## src/rtl/module_mux_seleccionador_reg.sv

```systemverilog
`default_nettype none
// ============================================================================
//  Module      : module_mux_seleccionador_reg
//  Description : Registered one-hot channel selector for the display path.
//                Holds a strobe-loaded selection, flags multi-hot requests
//                with a sticky error, and registers the selected channel.
//                Optional auto-scan (macro MUX_AUTOSCAN_EN) rotates through
//                the channels every DWELL clock cycles.
//  Revision    : 1.0 - initial release
// ============================================================================
module module_mux_seleccionador_reg #(
  parameter int N_CH  = 3,
  parameter int W     = 8,
  parameter int DWELL = 50_000_000,
  localparam int IW   = $clog2(N_CH)
) (
  input  logic              clk,
  input  logic              rst_n,
  input  logic [N_CH*W-1:0] data_in,
  input  logic [N_CH-1:0]   sel,
  input  logic              sel_ld,
  input  logic              freeze,
  input  logic              clr_err,
  input  logic              auto_en,
  output logic [W-1:0]      out,
  output logic              out_valid,
  output logic [IW-1:0]     ch_idx,
  output logic              err
);

  logic [N_CH-1:0] r_sel_q;
  logic [W-1:0]    r_out;
  logic            r_err;

  logic            w_sel_zero;
  logic            w_sel_onehot;
  logic [N_CH-1:0] w_man_sel;
  logic            w_man_err;
  logic [N_CH-1:0] w_sel_next;
  logic            w_set_err;
  logic [W-1:0]    w_sel_data;
  logic [IW-1:0]   w_idx;

  // Classify the incoming request: zero, one-hot, or multi-hot.
  assign w_sel_zero   = (sel == '0);
  assign w_sel_onehot = !w_sel_zero && ((sel & (sel - N_CH'(1))) == '0);

  // Manual load rules: one-hot loads, zero blanks, multi-hot keeps and flags.
  always_comb begin
    w_man_sel = r_sel_q;
    w_man_err = 1'b0;
    if (sel_ld) begin
      if (w_sel_zero) begin
        w_man_sel = '0;
      end else if (w_sel_onehot) begin
        w_man_sel = sel;
      end else begin
        w_man_err = 1'b1;
      end
    end
  end

`ifdef MUX_AUTOSCAN_EN
  typedef enum logic [0:0] {
    ST_MANUAL = 1'b0,
    ST_AUTO   = 1'b1
  } state_t;

  localparam int            CW          = (DWELL > 1) ? $clog2(DWELL) : 1;
  localparam logic [CW-1:0] c_dwell_last = CW'(DWELL - 1);

  state_t        r_state;
  state_t        w_state_next;
  logic [CW-1:0] r_cnt;
  logic [CW-1:0] w_cnt_next;

  // Mode register and dwell counter.
  always_ff @(posedge clk or negedge rst_n) begin
    if (!rst_n) begin
      r_state <= ST_MANUAL;
      r_cnt   <= '0;
    end else begin
      r_state <= w_state_next;
      r_cnt   <= w_cnt_next;
    end
  end

  // Mode transitions, dwell timing and the selection source for each mode.
  always_comb begin
    w_state_next = r_state;
    w_cnt_next   = r_cnt;
    w_sel_next   = r_sel_q;
    w_set_err    = 1'b0;
    case (r_state)
      ST_MANUAL: begin
        if (auto_en) begin
          // Entering auto-scan: start from channel 0 if nothing is selected.
          w_state_next = ST_AUTO;
          w_cnt_next   = '0;
          if (r_sel_q == '0) begin
            w_sel_next = N_CH'(1);
          end
        end else begin
          w_sel_next = w_man_sel;
          w_set_err  = w_man_err;
        end
      end
      ST_AUTO: begin
        if (!auto_en) begin
          // Leaving auto-scan keeps the current channel for manual use.
          w_state_next = ST_MANUAL;
          w_cnt_next   = '0;
        end else if (r_cnt == c_dwell_last) begin
          w_cnt_next = '0;
          w_sel_next = {r_sel_q[N_CH-2:0], r_sel_q[N_CH-1]};
        end else begin
          w_cnt_next = r_cnt + CW'(1);
        end
      end
      default: begin
        w_state_next = ST_MANUAL;
        w_cnt_next   = '0;
      end
    endcase
  end
`else
  // Manual-only build: auto-scan request and dwell setting have no effect.
  logic w_unused;
  assign w_unused   = auto_en & (DWELL >= 1);
  assign w_sel_next = w_man_sel;
  assign w_set_err  = w_man_err;
`endif

  // Data mux and index encoder driven by the stored one-hot selection.
  always_comb begin
    w_sel_data = '0;
    w_idx      = '0;
    for (int i = 0; i < N_CH; i++) begin
      w_sel_data = w_sel_data | (data_in[i*W +: W] & {W{r_sel_q[i]}});
      if (r_sel_q[i]) begin
        w_idx = IW'(i);
      end
    end
  end

  // Selection, output data and sticky error registers.
  always_ff @(posedge clk or negedge rst_n) begin
    if (!rst_n) begin
      r_sel_q <= '0;
      r_out   <= '0;
      r_err   <= 1'b0;
    end else begin
      r_sel_q <= w_sel_next;
      if (!freeze) begin
        r_out <= w_sel_data;
      end
      if (w_set_err) begin
        r_err <= 1'b1;
      end else if (clr_err) begin
        r_err <= 1'b0;
      end
    end
  end

  assign out       = r_out;
  assign out_valid = (r_sel_q != '0);
  assign ch_idx    = w_idx;
  assign err       = r_err;

endmodule
`default_nettype wire
```

## config.mk

```make
export PLATFORM = sky130hd
export DESIGN_NAME = module_mux_seleccionador_reg
export DESIGN_NICKNAME = d
export VERILOG_FILES = /design/src/rtl/module_mux_seleccionador_reg.sv
export SDC_FILE = /design/constraint.sdc
export NUM_CORES = 1
export LEC_CHECK = 0
export CORE_MARGIN = 1
export CORE_UTILIZATION = 30
export CTS_CLUSTER_SIZE = 25
export DETAILED_ROUTE_END_ITERATION = 10
export GPL_TIMING_DRIVEN = 0
export PLACE_DENSITY = 0.71
export SYNTH_ARGS = -nofsm -noshare
export SYNTH_HDL_FRONTEND = slang
export SYNTH_SLANG_ARGS = --single-unit
export TNS_END_PERCENT = 50
```

## constraint.sdc

```tcl
create_clock -name clk -period 2.5 [get_ports clk]
set_input_delay 0.5 -clock clk [delete_from_list [all_inputs] [get_ports clk]]
set_output_delay 0.5 -clock clk [all_outputs]
set_load 0.01 [all_outputs]
```

==> metrics, run 1 <==
outcome=complete, no violations; post-CTS sizing=0; Synth top area share=0.452; post-DP HPWL=1.27 mm; Post-Syn Area=between 600 and 700 um^2; initial antenna violation count=0; total grt overflow=0; Startpoint Class=flip-flop; crit path max-delay cell type=clkdlybuf4s50_1; Ports=45; Total Power=0.650 mW; fmax=500 MHz; Rel. slew slack=0.640; worst path required time=about 2 ns; die height=49.1 um; CTS buffer count=3; worst path cell trace=buf_2 -> inv_1 -> nand3_1 -> clkdlybuf4s50_1; ANT cells=0; worst vdd ir=0.000253 V; Initial Util=0.329; setup TNS=0 ns; gr usage total=0.145; post-route antenna net violation count=0; die width=between 40 and 50 um; worst hold start=out[1]; Worst Hold End=out[1]; Initial DRC Count=40; crit path DAT=around 1.5 ns; port bufs=42; leakage power total=just over 0.5 nW; clock slew at reported path FFs=approximately 0.07 ns; number of iterations in the first detailed-routing pass=4; pre-CTS setup slack=0.789 ns; flop-to-flop setup slack=1.37 ns; final setup vio count=0; Syn Nets=94; Distinct cells, synth=16; CP Max Fanout=10; hold depth=2; post-route setup slack=0.501 ns; fin crit share=0.800; CP Capture Type=primary output; routed vias/inst=4.95; CTS Buffer Depth=2; Hold Fails Final Rpt=0; r2r endpoint=out[3]; R2R depth=3; slew at the pin closest to its max-slew limit=0.539 ns; GPL Wtd Cong=0.737; FF-to-FF Start=r_sel_q[2]; Seq cells post-synth=12; die area=between 2000 and 2500 um^2; # clock sinks=12; Core ar.=2020 um^2; Max stage delay on crit path=0.53 ns; WS Path Type=reg -> out; vias in the first global route=636; DR vias=658; hold_buf cts=0; Max Cap Violations=0; main area contributors after synthesis=dfrtp_1, a222oi_1, mux2i_1; top cell type by total area after synthesis=dfrtp_1; fin crit period=2.00 ns; FILL cells=180; Clock Skew=0.00239 ns; Post-Synthesis Cells=61; Final Max Slew Viols=0; largest net degree at the start of global routing=13; post-CTS setup buffer count=0; DRT Wirelength=1.70 mm; row count=16; yosys warns=0; Layout area overhead=71.8%; RSZ-0062 raised after global routing=no; Root Buffer=clkbuf_4; CTS tree=built; DRC errors left=0; Final Net Count=141; wire per inst=roughly 13 um; H-tree levels=1; pwr dens=570 nW/um^2; min-delay worst type=reg -> reg; Mean Syn Cell Area=10.9 um^2; layout cells sized above 1=0.0943; Worst-Skew Late Latency=0.26 ns; register area share after synthesis=0.452; first-pass GRT wire length=approximately 2.7 mm
## metrics by stage
stage                util  instance area (um^2)  instances  hold WS [ns]
finish              0.564                  1140        133         0.522
global route        0.564                  1140        133         0.547
CTS                 0.564                  1140        133         0.524
detailed placement  0.553                  1120        130         0.499
global placement    0.553                  1120        130         0.506
floorplan               -                   664         61         0.204
## how the worst max path moves through the flow
stage          startpoint         to  slack (ns)  cells after the start
2_1_floorplan  r_sel_q[2]  ch_idx[0]        1.32                      2
3_3_place_gp   r_sel_q[0]  out_valid        0.78                      4
3_5_place_dp   r_sel_q[0]  out_valid        0.79                      4
4_1_cts        r_sel_q[0]  out_valid        0.49                      4
5_1_grt        r_sel_q[0]  out_valid        0.43                      4
6_report       r_sel_q[0]  out_valid        0.50                      4
## metal layers
layer / part of all wire / GRT usage
met2: 0.45 / 0.237
met1: 0.47 / 0.190
met5: 0 / 0
met3: 0.079 / 0.0374
met4: 0 / 0.0294
## registers in the layout, summed over array words and instances (netlist names)
signal / flops
r_sel_q: 3
out: 8
err: 1
## kinds of logic (layout without fill, tap and decap cells)
kind of cell / after synthesis / count (layout) / share of synthesized area
DFF: 12 / 12 / 0.452
buffers and inverters: 17 / 62 / 0.128
adders and majority gates: 1 / 1 / 0.0169
muxes: 8 / 8 / 0.121
AOI/OAI and AO/OA: 15 / 15 / 0.202
and+or+nand+nor: 8 / 8 / 0.0810
## cells in the final DEF (no fill, tap or decap), types with 2 or more instances in the layout
cell type / Yosys / layout
clkdlybuf4s50_1: 0 / 42
dfrtp_1: 12 / 12
inv_1: 11 / 11
a222oi_1: 8 / 8
mux2i_1: 8 / 8
a21boi_1: 3 / 3
nand2_1: 3 / 3
nand4bb_1: 3 / 3
o211ai_1: 3 / 3
clkbuf_4: 0 / 3
buf_6: 2 / 2
buf_2: 2 / 2
## critical path: cells and delay by family (launching register included)
family	cells	cell delay [ns]
buffers and inverters	3	0.82
DFF	1	0.32
and+or+nand+nor	1	0.09
## cell usage after synthesis (all sizes together)
cell type / instances
dfrtp: 12
inv: 12
a222oi: 8
mux2i: 8
buf: 5
a21boi: 3
nand2: 3
nand4bb: 3
o211ai: 3
a22o: 1
maj3: 1
nand3: 1
nor2: 1
## power by group
part	switching [mW]	internal [mW]	total, mW	leakage (nW)
clock network	0.0565	0.0555	0.112	0.0138
registers	0.0204	0.235	0.255	0.134
logic	0.114	0.170	0.283	0.367
## cell type report
class	count	area, um^2	area share
tap	27	33.8	0.0296
buffer	5	40.0	0.0351
timing repair buffer	42	420	0.368
clock buffer	3	22.5	0.0197
inverter	12	45.0	0.0395
sequential	12	300	0.263
multi-input combinational	32	279	0.245
(Power assumes the default switching activity.)
==> run 2: changes to the inputs <==
==> constraint.sdc (replaced) <==
create_clock -name clk -period 2 [get_ports clk]
set_input_delay 0.4 -clock clk [delete_from_list [all_inputs] [get_ports clk]]
set_output_delay 0.4 -clock clk [all_outputs]
set_load 0.01 [all_outputs]
==> results of run 2 <==
The final DEF is identical to that of run 1. Status: complete, no violations.
Main changes from that run: setup slack after placement 0.789 ns -> 0.389 ns; setup slack after layout 0.501 ns -> 0.101 ns; hold slack 0.522 ns -> 0.491 ns; register-to-register setup slack 1.37 ns -> 0.87 ns; total power 0.650 mW -> 0.813 mW; worst IR drop on VDD 0.000253 V -> 0.000316 V
==> run 3: changes to the inputs <==
--- a/config.mk
+++ b/config.mk
@@ -5,11 +5,12 @@
 export SDC_FILE = /design/constraint.sdc
 export NUM_CORES = 1
 export LEC_CHECK = 0
+export ABC_CLOCK_PERIOD_IN_PS = 2000
 export CORE_MARGIN = 1
 export CORE_UTILIZATION = 30
 export CTS_CLUSTER_SIZE = 25
 export DETAILED_ROUTE_END_ITERATION = 10
-export GPL_TIMING_DRIVEN = 0
+export GPL_TIMING_DRIVEN = 1
 export PLACE_DENSITY = 0.71
 export SYNTH_ARGS = -nofsm -noshare
 export SYNTH_HDL_FRONTEND = slang
==> run 3 against run 2 <==
Net effect: final area did not move; worst setup slack better by 0.028 ns; clock power rose by 39%; power increased by 5.4%; register-to-register slack worse by 0.02 ns; sequential power grew 4%; critical path type unchanged; critical endpoint unchanged; highest routed layer is now met4.
==> metrics, run 3 (synthesis gave the netlist of run 1 again) <==
final hold slack=0.481 ns (was 0.491 ns); Max stage delay on crit path=0.53 ns (about the same); Post-DP Area=1100 um^2 (was 1120 um^2); Max Cap Violations=0 (unchanged); H-tree levels=1 (unchanged); Worst-Skew Late Latency=0.27 ns (was 0.26 ns); total grt overflow=0 (unchanged); Post-Layout Cell Count=132 (was 133); post-DP HPWL=1.26 mm (was 1.27 mm); post-CTS sizing=0 (unchanged); CP Max Fanout=12 (was 10); Initial Util=0.329 (unchanged); hold_buf cts=0 (unchanged); row count=16 (unchanged); final setup vio count=0 (unchanged); max reg flops=8 (unchanged); worst vdd ir=0.000356 V (was 0.000316 V); Rel. slew slack=0.630 (was 0.640); slew at the pin closest to its max-slew limit=0.554 ns (was 0.539 ns); Core ar.=2020 um^2 (unchanged); CTS Buffer Depth=2 (unchanged); CTS buffer count=3 (unchanged); crit path DAT=1.47 ns (was 1.50 ns); DR vias=658 (unchanged); ANT cells=0 (unchanged); vias in the first global route=684 (was 636); die area=2410 um^2 (unchanged); post-CTS setup buffer count=0 (unchanged); setup TNS=0 ns (unchanged); post-route antenna net violation count=0 (unchanged); die width=49.1 um (unchanged); Clock Skew=0.000982 ns (was 0.00239 ns); initial antenna violation count=0 (unchanged); Startpoint Class=flip-flop (unchanged); fin crit period=1.87 ns (was 1.90 ns); FILL cells=185 (was 180); layout cells sized above 1=0.0857 (was 0.0943); Ports=45 (unchanged); crit path max-delay cell type=clkdlybuf4s50_1 (unchanged); wire per inst=13.0 um (was 12.8 um); Root Buffer=clkbuf_4 (unchanged); DRC errors left=0 (unchanged); RSZ-0062 raised after global routing=no (unchanged); port bufs=43 (was 42); fmax=535 MHz (was 527 MHz); leakage power total=0.510 nW (was 0.514 nW); outcome=complete, no violations (unchanged); commonest non-fill, non-tap cell in the layout=clkdlybuf4s50_1 (unchanged); die height=49.1 um (unchanged); placed cells=128 (was 130); Hold Fails Final Rpt=0 (unchanged); pwr dens=751 nW/um^2 (was 712 nW/um^2); gr usage total=0.155 (was 0.145); critical path launch point=r_sel_q[2] (was r_sel_q[0]); clock slew at reported path FFs=0.08 ns (was 0.07 ns); worst path cell trace=inv_2 -> nand3_1 -> clkdlybuf4s50_1 (was buf_2 -> inv_1 -> nand3_1 -> clkdlybuf4s50_1); CP Capture Type=primary output (unchanged); min-delay worst type=in -> async (unchanged); FF-to-FF Start=r_sel_q[1] (was r_sel_q[2]); WS Path Type=reg -> out (unchanged); largest net degree at the start of global routing=13 (unchanged); worst path required time=1.60 ns (about the same); fin crit share=0.935 (was 0.950); Final Max Slew Viols=0 (unchanged); CTS tree=built (unchanged); number of iterations in the first detailed-routing pass=6 (was 4); # clock sinks=12 (unchanged); Initial DRC Count=39 (was 40); first-pass GRT wire length=2.90 mm (was 2.75 mm); DRT Wirelength=1.72 mm (was 1.70 mm); GPL Wtd Cong=0.735 (was 0.737); routed vias/inst=4.98 (was 4.95); commonest non-fill, non-tap cells in the layout=clkdlybuf4s50_1, inv_1, dfrtp_1, a222oi_1, mux2i_1 (was clkdlybuf4s50_1, dfrtp_1, inv_1, a222oi_1, mux2i_1); Layout area overhead=71.8% (unchanged); post-layout instance area=1140 um^2 (unchanged); Final Net Count=139 (was 141)
==> run 3: cell types whose count changed in the layout (fill, tap and decap cells not counted) <==
cell	delta
clkbuf_8	+1
dfrtp_1	-1
buf_6	-2
dfrtp_2	+1
buf_2	-2
clkdlybuf4s50_1	+1
buf_4	+1
==> run 3: power by group <==
part           switching [mW]  internal (mW)
Combinational           0.129          0.202
Sequential             0.0372          0.294
Clock                  0.0848          0.111
Total                   0.251          0.606
==> run 3: per-stage QoR <==
stage	util	setup WS, ns	power [mW]
finish	0.564	0.129	0.857
global route	0.564	0.0784	0.914
CTS	0.564	0.00527	0.867
detailed placement	0.546	0.322	0.669
global placement	0.546	0.311	0.663
floorplan	-	0.923	0.484
==> run 3: cell type report <==
type	instances	area (um^2)	area share
Inverter	12	45.0	0.0395
Sequential cell	12	302	0.264
Tap cell	27	33.8	0.0296
Timing Repair Buffer	45	445	0.390
Multi-Input combinational cell	32	279	0.245
Clock buffer	4	36.3	0.0318
==> run 3: layer usage <==
metal,GRT usage,wire length (um)
met1,0.192,688
met2,0.253,804
met4,0.0588,19
met3,0.0405,209
met5,0,0
==> run 3: final timing paths <==
check	end	slack, ns	depth (start not counted)
worst max-delay path	out_valid	0.13	3
worst min-delay path	r_sel_q[1]	0.48	1
worst max register to register	out[5]	0.85	3
worst min register to register	out[0]	0.52	2
max in group asynchronous	r_sel_q[2]	1.13	1
min in group clk	out[0]	0.52	2
==> run 3: critical path: cells and delay by family (launching register included) <==
family	cells	cell delay, ns
buffers and inverters	2	0.59
flip-flops	1	0.51
AND/OR/NAND/NOR	1	0.09
